$ cat config.mk
export PLATFORM = sky130hd
export DESIGN_NAME = uart_rx_framer
export DESIGN_NICKNAME = d
export VERILOG_FILES = /design/src/rtl/uart_pkg.sv /design/src/rtl/sync_fifo.sv /design/src/rtl/uart_rx_framer.sv
export SDC_FILE = /design/constraint.sdc
export NUM_CORES = 1
export LEC_CHECK = 0
export CAP_MARGIN = 40
export CORE_MARGIN = 1
export CORE_UTILIZATION = 40
export CTS_BUF_LIST = sky130_fd_sc_hd__clkbuf_16
export CTS_CLUSTER_DIAMETER = 40
export DETAILED_ROUTE_END_ITERATION = 6
export GPL_TIMING_DRIVEN = 1
export HOLD_SLACK_MARGIN = 0.03
export PLACE_DENSITY = 0.6
export SYNTH_ARGS = -nofsm -noshare
export SYNTH_HDL_FRONTEND = slang
export SYNTH_HIERARCHICAL = 1
export SYNTH_SLANG_ARGS = --single-unit
export TNS_END_PERCENT = 20
$ cat constraint.sdc
create_clock -name clk -period 5 [get_ports clk]
set_input_delay 1 -clock clk [delete_from_list [all_inputs] [get_ports clk]]
set_output_delay 1 -clock clk [all_outputs]
set_load 0.02 [all_outputs]
$ cat src/rtl/uart_pkg.sv
// Shared types and constants for the UART receive framer.
package uart_pkg;

  typedef enum logic [2:0] {
    StIdle,
    StStart,
    StData,
    StStop,
    StWaitIdle
  } rx_state_t;

  localparam int unsigned DATA_BITS_DEF = 8;

  // Serial line level when nothing is being sent.
  localparam logic LINE_IDLE = 1'b1;

endpackage

$ cat src/rtl/sync_fifo.sv
// First-word fall-through FIFO with occupancy count.
// Ports:
//   clk, rst       clock, asynchronous active-high reset
//   wr_en, wr_data push request and data (accepted when not full, or when full with a pop)
//   rd_en          pop request (ignored when empty)
//   rd_data        head entry, valid while empty=0
//   full, empty    occupancy flags
//   count          number of entries held
module sync_fifo #(
  parameter int unsigned WIDTH = 8,
  parameter int unsigned DEPTH = 4
) (
  input  logic                       clk,
  input  logic                       rst,
  input  logic                       wr_en,
  input  logic [WIDTH-1:0]           wr_data,
  input  logic                       rd_en,
  output logic [WIDTH-1:0]           rd_data,
  output logic                       full,
  output logic                       empty,
  output logic [$clog2(DEPTH+1)-1:0] count
);

  localparam int unsigned PtrW   = $clog2(DEPTH);
  localparam int unsigned CountW = $clog2(DEPTH+1);

  logic [WIDTH-1:0]  mem_q [DEPTH];
  logic [PtrW-1:0]   wr_ptr_q, rd_ptr_q;
  logic [CountW-1:0] count_q;
  logic              do_push, do_pop;

  assign full  = (count_q == CountW'(DEPTH));
  assign empty = (count_q == '0);
  assign count = count_q;

  // A pop frees the slot in the same cycle, so a push at full is still taken.
  assign do_pop  = rd_en && !empty;
  assign do_push = wr_en && (!full || do_pop);

  assign rd_data = mem_q[rd_ptr_q];

  always_ff @(posedge clk or posedge rst) begin
    if (rst) begin
      for (int i = 0; i < int'(DEPTH); i++) begin
        mem_q[i] <= '0;
      end
    end else if (do_push) begin
      mem_q[wr_ptr_q] <= wr_data;
    end
  end

  // Depth is a power of two, so pointers wrap naturally.
  always_ff @(posedge clk or posedge rst) begin
    if (rst) begin
      wr_ptr_q <= '0;
      rd_ptr_q <= '0;
      count_q  <= '0;
    end else begin
      if (do_push) wr_ptr_q <= wr_ptr_q + PtrW'(1);
      if (do_pop)  rd_ptr_q <= rd_ptr_q + PtrW'(1);
      unique case ({do_push, do_pop})
        2'b10:   count_q <= count_q + CountW'(1);
        2'b01:   count_q <= count_q - CountW'(1);
        default: count_q <= count_q;
      endcase
    end
  end

endmodule

$ cat src/rtl/uart_rx_framer.sv
// Oversampling 8N1 receive framer with start-bit qualification, stop-bit check,
// sticky error flags and a FWFT byte buffer.
// Ports:
//   clk, rst    clock, asynchronous active-high reset
//   rx_bit      recovered serial line (idles high)
//   rd_en       pop request, ignored when rd_valid=0
//   clr_err     pulse clearing frame_err and overrun
//   rd_data     head byte of the buffer
//   rd_valid    buffer not empty
//   fifo_count  bytes held
//   frame_err   sticky: stop bit sampled low
//   overrun     sticky: good byte dropped because the buffer was full
module uart_rx_framer
  import uart_pkg::*;
#(
  parameter int unsigned CLKS_PER_BIT = 16,
  parameter int unsigned DATA_BITS    = DATA_BITS_DEF,
  parameter int unsigned FIFO_DEPTH   = 4
) (
  input  logic                            clk,
  input  logic                            rst,
  input  logic                            rx_bit,
  input  logic                            rd_en,
  input  logic                            clr_err,
  output logic [DATA_BITS-1:0]            rd_data,
  output logic                            rd_valid,
  output logic [$clog2(FIFO_DEPTH+1)-1:0] fifo_count,
  output logic                            frame_err,
  output logic                            overrun
);

  localparam int unsigned CntW = $clog2(CLKS_PER_BIT);
  localparam int unsigned BitW = $clog2(DATA_BITS + 1);
  localparam logic [CntW-1:0] CntHalf = CntW'(CLKS_PER_BIT / 2 - 1);
  localparam logic [CntW-1:0] CntLast = CntW'(CLKS_PER_BIT - 1);
  localparam logic [BitW-1:0] BitLast = BitW'(DATA_BITS - 1);

  rx_state_t state_q, state_d;

  logic                 sync_q, rxs_q;
  logic [CntW-1:0]      cnt_q;
  logic [BitW-1:0]      bit_cnt_q;
  logic [DATA_BITS-1:0] shift_q;
  logic                 frame_err_q, overrun_q;

  logic cnt_run, sample, shift_en, push, fe_set, ovr_set;
  logic fifo_full, fifo_empty, pop;

  assign rd_valid  = !fifo_empty;
  assign pop       = rd_en && rd_valid;
  assign frame_err = frame_err_q;
  assign overrun   = overrun_q;

  // Two-flop synchroniser, reset to the idle level so reset never looks like a start bit.
  always_ff @(posedge clk or posedge rst) begin
    if (rst) begin
      sync_q <= LINE_IDLE;
      rxs_q  <= LINE_IDLE;
    end else begin
      sync_q <= rx_bit;
      rxs_q  <= sync_q;
    end
  end

  // State register.
  always_ff @(posedge clk or posedge rst) begin
    if (rst) state_q <= StIdle;
    else     state_q <= state_d;
  end

  // Next-state logic.
  always_comb begin
    state_d = state_q;
    unique case (state_q)
      StIdle:     if (!rxs_q) state_d = StStart;
      StStart:    if (sample) state_d = rxs_q ? StIdle : StData;
      StData:     if (sample && bit_cnt_q == BitLast) state_d = StStop;
      StStop:     if (sample) state_d = rxs_q ? StIdle : StWaitIdle;
      StWaitIdle: if (rxs_q) state_d = StIdle;
      default:    state_d = StIdle;
    endcase
  end

  // Per-state strobes.
  always_comb begin
    cnt_run  = 1'b0;
    sample   = 1'b0;
    shift_en = 1'b0;
    push     = 1'b0;
    fe_set   = 1'b0;
    ovr_set  = 1'b0;
    unique case (state_q)
      StStart: begin
        cnt_run = 1'b1;
        sample  = (cnt_q == CntHalf);
      end
      StData: begin
        cnt_run  = 1'b1;
        sample   = (cnt_q == CntLast);
        shift_en = sample;
      end
      StStop: begin
        cnt_run = 1'b1;
        sample  = (cnt_q == CntLast);
        if (sample) begin
          if (rxs_q) begin
            // Room is judged after any pop in the same cycle.
            if (!fifo_full || pop) push    = 1'b1;
            else                   ovr_set = 1'b1;
          end else begin
            fe_set = 1'b1;
          end
        end
      end
      default: ;
    endcase
  end

  // Bit-period counter restarts on every sample, so each state begins at zero.
  always_ff @(posedge clk or posedge rst) begin
    if (rst) begin
      cnt_q     <= '0;
      bit_cnt_q <= '0;
      shift_q   <= '0;
    end else begin
      cnt_q <= (cnt_run && !sample) ? cnt_q + CntW'(1) : '0;
      if (state_q != StData) bit_cnt_q <= '0;
      else if (shift_en)     bit_cnt_q <= bit_cnt_q + BitW'(1);
      // LSB arrives first, so shifting in at the MSB leaves it at bit 0.
      if (shift_en) shift_q <= {rxs_q, shift_q[DATA_BITS-1:1]};
    end
  end

  // Sticky flags; a set in the same cycle as clr_err wins.
  always_ff @(posedge clk or posedge rst) begin
    if (rst) begin
      frame_err_q <= 1'b0;
      overrun_q   <= 1'b0;
    end else begin
      frame_err_q <= (frame_err_q && !clr_err) || fe_set;
      overrun_q   <= (overrun_q && !clr_err) || ovr_set;
    end
  end

  sync_fifo #(
    .WIDTH(DATA_BITS),
    .DEPTH(FIFO_DEPTH)
  ) u_fifo (
    .clk    (clk),
    .rst    (rst),
    .wr_en  (push),
    .wr_data(shift_q),
    .rd_en  (rd_en),
    .rd_data(rd_data),
    .full   (fifo_full),
    .empty  (fifo_empty),
    .count  (fifo_count)
  );

endmodule

# --- Word level (Yosys, flattened, before mapping) ---
# Cells that the tools add are included.
totals:
  register_bits: 62
  latch_bits: 0
  ram_bits: 0
  rom_bits: 0
  inputBits: 5
  out_inout_bits: 14
  wordCells: 95
  mem_count: 0
classes:
  n_addsub: 6
  multipliers: 0
  div_mod_pow: 0
  magnitude_cmp: 3
  n_eq_ne: 16
  shifts: 0
  muxes: 32
  bitwise_logic: 2
  n_reduce_logical: 21
ops:
  columns: ["operator", "n"]
  rows:
  - ["$bwmux 32", 1]
  - ["$mux 8", 3]
  - ["$mux 3", 6]
  - ["$bmux 8 s2", 1]
  - ["$demux 8 s2", 1]
  - ["$pmux 3 s5", 1]
  - ["$mux 1", 13]
  - ["$mux 4", 3]
  - ["$ne 2x2->1 const B", 5]
  - ["$add 4x1->4 const B", 2]
  - ["$eq 4x3->1 const B", 2]
  - ["$logic_and 1x1->1", 7]
  - ["$eq 3x2->1 const B", 2]
  - ["$eq 3x3->1 const B", 2]
  - ["$ge 3x3->1 const B", 2]
  - ["$logic_not 3->1", 2]
  - ["$not 2->3", 2]
  - ["$pmux 3 s2", 1]
  - ["$reduce_and 5->1", 1]
  - ["$add 2x1->2 const B", 2]
  - ["$eq 4x4->1 const B", 1]
  - ["$logic_not 1->1", 4]
  - ["$reduce_bool 2->1", 2]
  - ["$add 3x1->3 const B", 1]
  - ["other kinds (11)", 13]

# --- Depth between registers and ports, before layout ---
depth:
  ltp_word: 11
  ltp_mapped: 11
  ltp_nobuf: 11

# --- By module ---
# Netlist, hierarchy kept.
modules_own_cells:
  columns: ["module", "instances", "cells_each", "area_per_inst_um2", "seq_area_each_um2"]
  rows:
  - ["sync_fifo", 1, 116, 1805.5, 975.9]
  - ["uart_rx_framer", 1, 81, 1029.7, 578.1]

# --- Least setup slack after synthesis ---
# Ideal clock, no wire load.
synth_timing:
  path_type: "input -> register"
  from: "input port rd_en"
  to: "register u_fifo.count_q[2] (netlist: u_fifo/count[2])"
  setup_time_ps: 134
  t_arrival_ps: 2569
  t_required_ps: 4866
  path_slack_ps: 2297
  cell_stages: 10
  path_buffers: 0
  cell_sequence: "inv_1 o21ai_0 nor2b_1 or2b_2 ha_1 inv_1 fa_1 xor2_1 nor2_1 xor2_1"
synth_via:
  elab_chain_len: 9
  elab_cells_between_ends: 11
  cone_classes: "eq/ne (2); mux (5); reduce/logical (4)"
synth_rtl:
  columns: ["element", "line_no", "text"]
  rows:
  - ["from (decl)", "uart_rx_framer.sv:23", "input logic rd_en,"]
  - ["$logic_and 1x1->1 (*)", "uart_rx_framer.sv:50", "assign pop = rd_en && rd_valid;"]
  - ["$logic_or 1x1->1 (*)", "uart_rx_framer.sv:108", "if (!fifo_full || pop) push = 1'b1;"]
  - ["$mux 1 (*)", "uart_rx_framer.sv:108", null]
  - ["$mux 1 (*)", "uart_rx_framer.sv:106", "if (rxs_q) begin"]
  - ["$mux 1 (*)", "uart_rx_framer.sv:105", "if (sample) begin"]
  - ["$mux 1 (*)", "uart_rx_framer.sv:92", "unique case (state_q)"]
  - ["net push", "uart_rx_framer.sv:46", "logic cnt_run, sample, shift_en, push, fe_set, ovr_set;"]
  - ["$logic_and 1x1->1 (*)", "sync_fifo.sv:38", "assign do_push = wr_en && (!full || do_pop);"]
  - ["$eq 2x1->1 / $eq 2x2->1 (equally long branches)", "sync_fifo.sv:61", "unique case ({do_push, do_pop})"]
  - ["$pmux 3 s2 / $reduce_bool 2->1 (equally long branches)", null, null]
  - ["to (signal assigned)", "sync_fifo.sv:62", "2'b10: count_q <= count_q + CountW'(1);"]
  - ["to (signal assigned)", "sync_fifo.sv:63", "2'b01: count_q <= count_q - CountW'(1);"]
  - ["to (signal assigned)", "sync_fifo.sv:64", "default: count_q <= count_q;"]
  - ["to (decl)", "sync_fifo.sv:29", "logic [CountW-1:0] count_q;"]
# Mark *: on every way through the listed nets, which the timed path passes. The rest lies on a longest branch.
# A chain may end at the register's enable or synchronous reset.

# --- Worst setup path after layout ---
layout_timing:
  from: "register u_fifo.rd_ptr_q[0]"
  to: "output port rd_data[7]"
layout_via:
  elab_chain_len: 4
layout_rtl:
  columns: ["element", "line_no", "text"]
  rows:
  - ["from (decl)", "sync_fifo.sv:28", "logic [PtrW-1:0] wr_ptr_q, rd_ptr_q;"]
  - ["from (signal assigned)", "sync_fifo.sv:60", "if (do_pop) rd_ptr_q <= rd_ptr_q + PtrW'(1);"]
  - ["$not 2->3 (implied by the code)", "sync_fifo.sv:40", "assign rd_data = mem_q[rd_ptr_q];"]
  - ["$bmux 8 s2", "sync_fifo.sv:40", null]
  - ["$mux 8 (implied by the code) (2 in a row)", "sync_fifo.sv:40", null]
  - ["to (decl)", "uart_rx_framer.sv:25", "output logic [DATA_BITS-1:0] rd_data,"]
# No other way between the ends. The select of a mux whose other input is x is not followed.

==> run_results.csv <==
group,metric,value,unit
pwr,power_density,411,nW/um2
sta,clock.fmax,312,MHz
global_routing,grt_max_degree,40,
synthesis,netlist_top_cells_count,"60 x dfrtp_1, 31 x mux2_2, 12 x inv_1",
global_routing,grt_pass1_vias,1723,
sta,finClkSkew,0.00521,ns
clock_tree,cts_tree,"built",
sta,relSlewSlack,58.5,%
placement,gp_congestion,0.733,
synthesis,synth_xor_xnor_area_share,3.40,%
sta,final_max_slew_viol_count,0,
placement,dp_cells,310,
final_layout,syn_to_final_growth,19.9,%
synthesis,synth_simple_gate_area_share,8.43,%
pwr,power.total,1400,uW
synthesis,async_flop_share,100,%
min_path,hold_depth,0,
synthesis,synth_area_leaders,"dfrtp_1 53%, mux2_2 12%, mux4_2 6.4%",
drt,drcViolationCount,0,
drt,vias,1608,
floorplanning,rows,30,
synthesis,avgSynthCellArea,14.4,um2
floorplanning,core_area,6830,um2
sta,finalSetupTns,0,ns
worst_setup_path,critPathMaxFanout,10,
clock_tree,hold_buffers,0,
worst_setup_path,cp.arrival,2.21,ns
clock_tree,post_cts_buffers,0,
min_path,hp-class,"flip-flop to flip-flop",
drt,antenna_left,0,
worst_setup_path,worstSetupEndpointType,"output port",
drt,drt_pass1_iterations,4,
synthesis,synth_flop_cell,"dfrtp_1",
sta,hold_ws,0.354,ns
sta,rsz0062_at_grt,"false",
synthesis,synth_most_common_cell,"dfrtp_1",
floorplanning,top_level_ports,19,
drt,viasPerCell,4.93,
sta,setup_viol,0,
global_routing,gr-usage-all-layers,15.2,%
floorplanning,die_area,7430,um2
global_routing,antenna_found_initial,0,
placement,io_buffers,18,
placement,dp_hpwl,3.20,mm
worst_setup_path,rr_worst_depth,11,
floorplanning,die_w,86.2,um
synthesis,ys_seq_area_share,54.8,%
final_layout,fin_cells,326,
clock_tree,cts_sinks,62,
sta,finalCritPeriodShare,64.1,%
synthesis,synth_top_area_cell,"dfrtp_1",
synthesis,synth_top_family_by_area,"multiplexers",
worst_setup_path,criticalPathCategory,"flip-flop to output port",
synthesis,synth_top_area_share,53.0,%
synthesis,synthesis.area,2840,um2
synthesis,synth_fa_ha_area_share,3.80,%
final_layout,drive_above_1_share,32.2,%
clock_tree,path_clk_slew,0.05,ns
final_layout,antenna_cells,0,
job,cap_violations,0,
clock_tree,cts_buffers,9,
synthesis,synthCells,197,
drt,drt_iter0_markers,75,
worst_setup_path,crit_required,4.00,ns
clock_tree,cts-resized-gates,0,
sta,tightest_slew,0.623,ns
min_path,worstHoldEndpoint,"rxs_q$_DFF_PP1_",
min_path,min_from,"sync_q$_DFF_PP1_",
drt,wl_per_cell,14.9,um
sta,final.min_clock_period,3.21,ns
pwr,ir_drop,280,uV
worst_setup_path,critPathLaunchType,"flip-flop",
clock_tree,clockBufferDepth,2,
global_routing,grt_pass1_wl,8.54,mm
worst_setup_path,r2r-start,"cnt_q[0]$_DFF_PP0_",
final_layout,fin_nets,238,
synthesis,synth_mux_area_share,24.8,%
worst_setup_path,rr_endpoint,"u_fifo/count[2]$_DFFE_PP0P_",
clock_tree,clkLatencyLatePin,0.32,ns
synthesis,ys_ff_latch,62,
final_layout,fillerInstances,608,
drt,wirelength,4.85,mm
synthesis,synth_fp_nets,210,
floorplanning,start_util,41.5,%
worst_setup_path,r2r_slack,2.29,ns
pwr,power.leakage,0.00161,uW
sta,hold_violations,0,
synthesis,synth_cell_type_count,41,
floorplanning,die_h,86.2,um
synthesis,synth_compound_area_share,2.47,%
global_routing,grt_overflow,0,
clock_tree,cts_max_level,3,
synthesis,synth_warnings,6,
clock_tree,root_buffer,"clkbuf_16",
outcome,run_status,"finished clean",
synthesis,synth_edf_count,0,
-- logic make-up after synthesis --
group                    after synthesis
AO/OA/AOI/OAI                         10
XOR/XNOR                              11
adder cells (fa/ha/maj)                8
buffers and inverters                 15
flip-flops                            62
multiplexers                          52
AND/OR/NAND/NOR                       39
-- registers in the layout (all words and copies together) (netlist names) --
register	count
u_fifo/count	3
bit_cnt_q	4
frame_err	1
overrun	1
state_q	3
sync_q	1
shift_q	8
rxs_q	1
u_fifo/mem_q	32
u_fifo/rd_ptr_q	2
u_fifo/wr_ptr_q	2
cnt_q	4
-- metrics by stage --
| step | setup WS [ns] | utilization, % | cell area [um2] |
|---|---|---|---|
| after floorplan | 2.30 | - | 2840 |
| after global placement | 1.60 | 45.7 | 3120 |
| after detailed placement | 1.49 | 45.9 | 3140 |
| after CTS | 1.76 | 49.8 | 3400 |
| after global routing | 1.65 | 49.8 | 3400 |
| final | 1.79 | 49.8 | 3400 |
-- worst max-delay path, stage by stage (launching register included) --
cell             delay, ns
dfrtp_1               0.74
mux4_2                0.60
clkdlybuf4s50_1       0.55
-- cell usage in the layout, fill, tap and decap left out, drive strengths merged, types with 5 or more instances in the layout --
| cell | count |
|---|---|
| dfrtp | 60 |
| mux2 | 42 |
| clkdlybuf4s50 | 18 |
| inv | 15 |
| nor2 | 12 |
| clkbuf | 9 |
| mux4 | 8 |
| ha | 7 |
| xor2 | 6 |
| xnor2 | 5 |
| nand2 | 5 |
-- cell type report --
type	instances	area, um2	area share (%)
multi-input combinational	120	1220	35.8
tap	96	120	3.53
sequential	62	1550	45.7
timing repair buffer	20	203	5.96
clock buffer	9	225	6.62
clock inverter	7	36.3	1.07
inverter	12	45.0	1.32
-- worst max-delay path by stage --
| stage | endpoint | slack [ns] | cells after the start | start |
|---|---|---|---|---|
| after detailed placement | u_fifo/count[2]$_DFFE_PP0P_ | 1.49 | 11 | rd_en |
| after floorplan | u_fifo/count[2]$_DFFE_PP0P_ | 2.30 | 10 | rd_en |
| final | rd_data[7] | 1.79 | 2 | u_fifo/rd_ptr_q[0]$_DFFE_PP0P_ |
| after CTS | rd_data[7] | 1.76 | 2 | u_fifo/rd_ptr_q[0]$_DFFE_PP0P_ |
| after global placement | u_fifo/count[2]$_DFFE_PP0P_ | 1.60 | 11 | rd_en |
| after global routing | u_fifo/count[2]$_DFFE_PP0P_ | 1.65 | 11 | rd_en |
-- power breakdown --
part	switching, uW	leakage, uW	internal (uW)
sequential	85.5	0.000839	541
clock	205	0.000135	327
combinational	111	0.000632	129
-- routing by layer --
layer  track usage (%)  vias to the layer above  wire length (um)
met1              21.1                      816              2430
li1                  -                      759                 -
met2              23.3                       27              2200
met3              3.43                        6               148
met5                 0                        -                 0
met4              6.36                        0                63
Note: power is estimated with default switching activity, not from simulation.
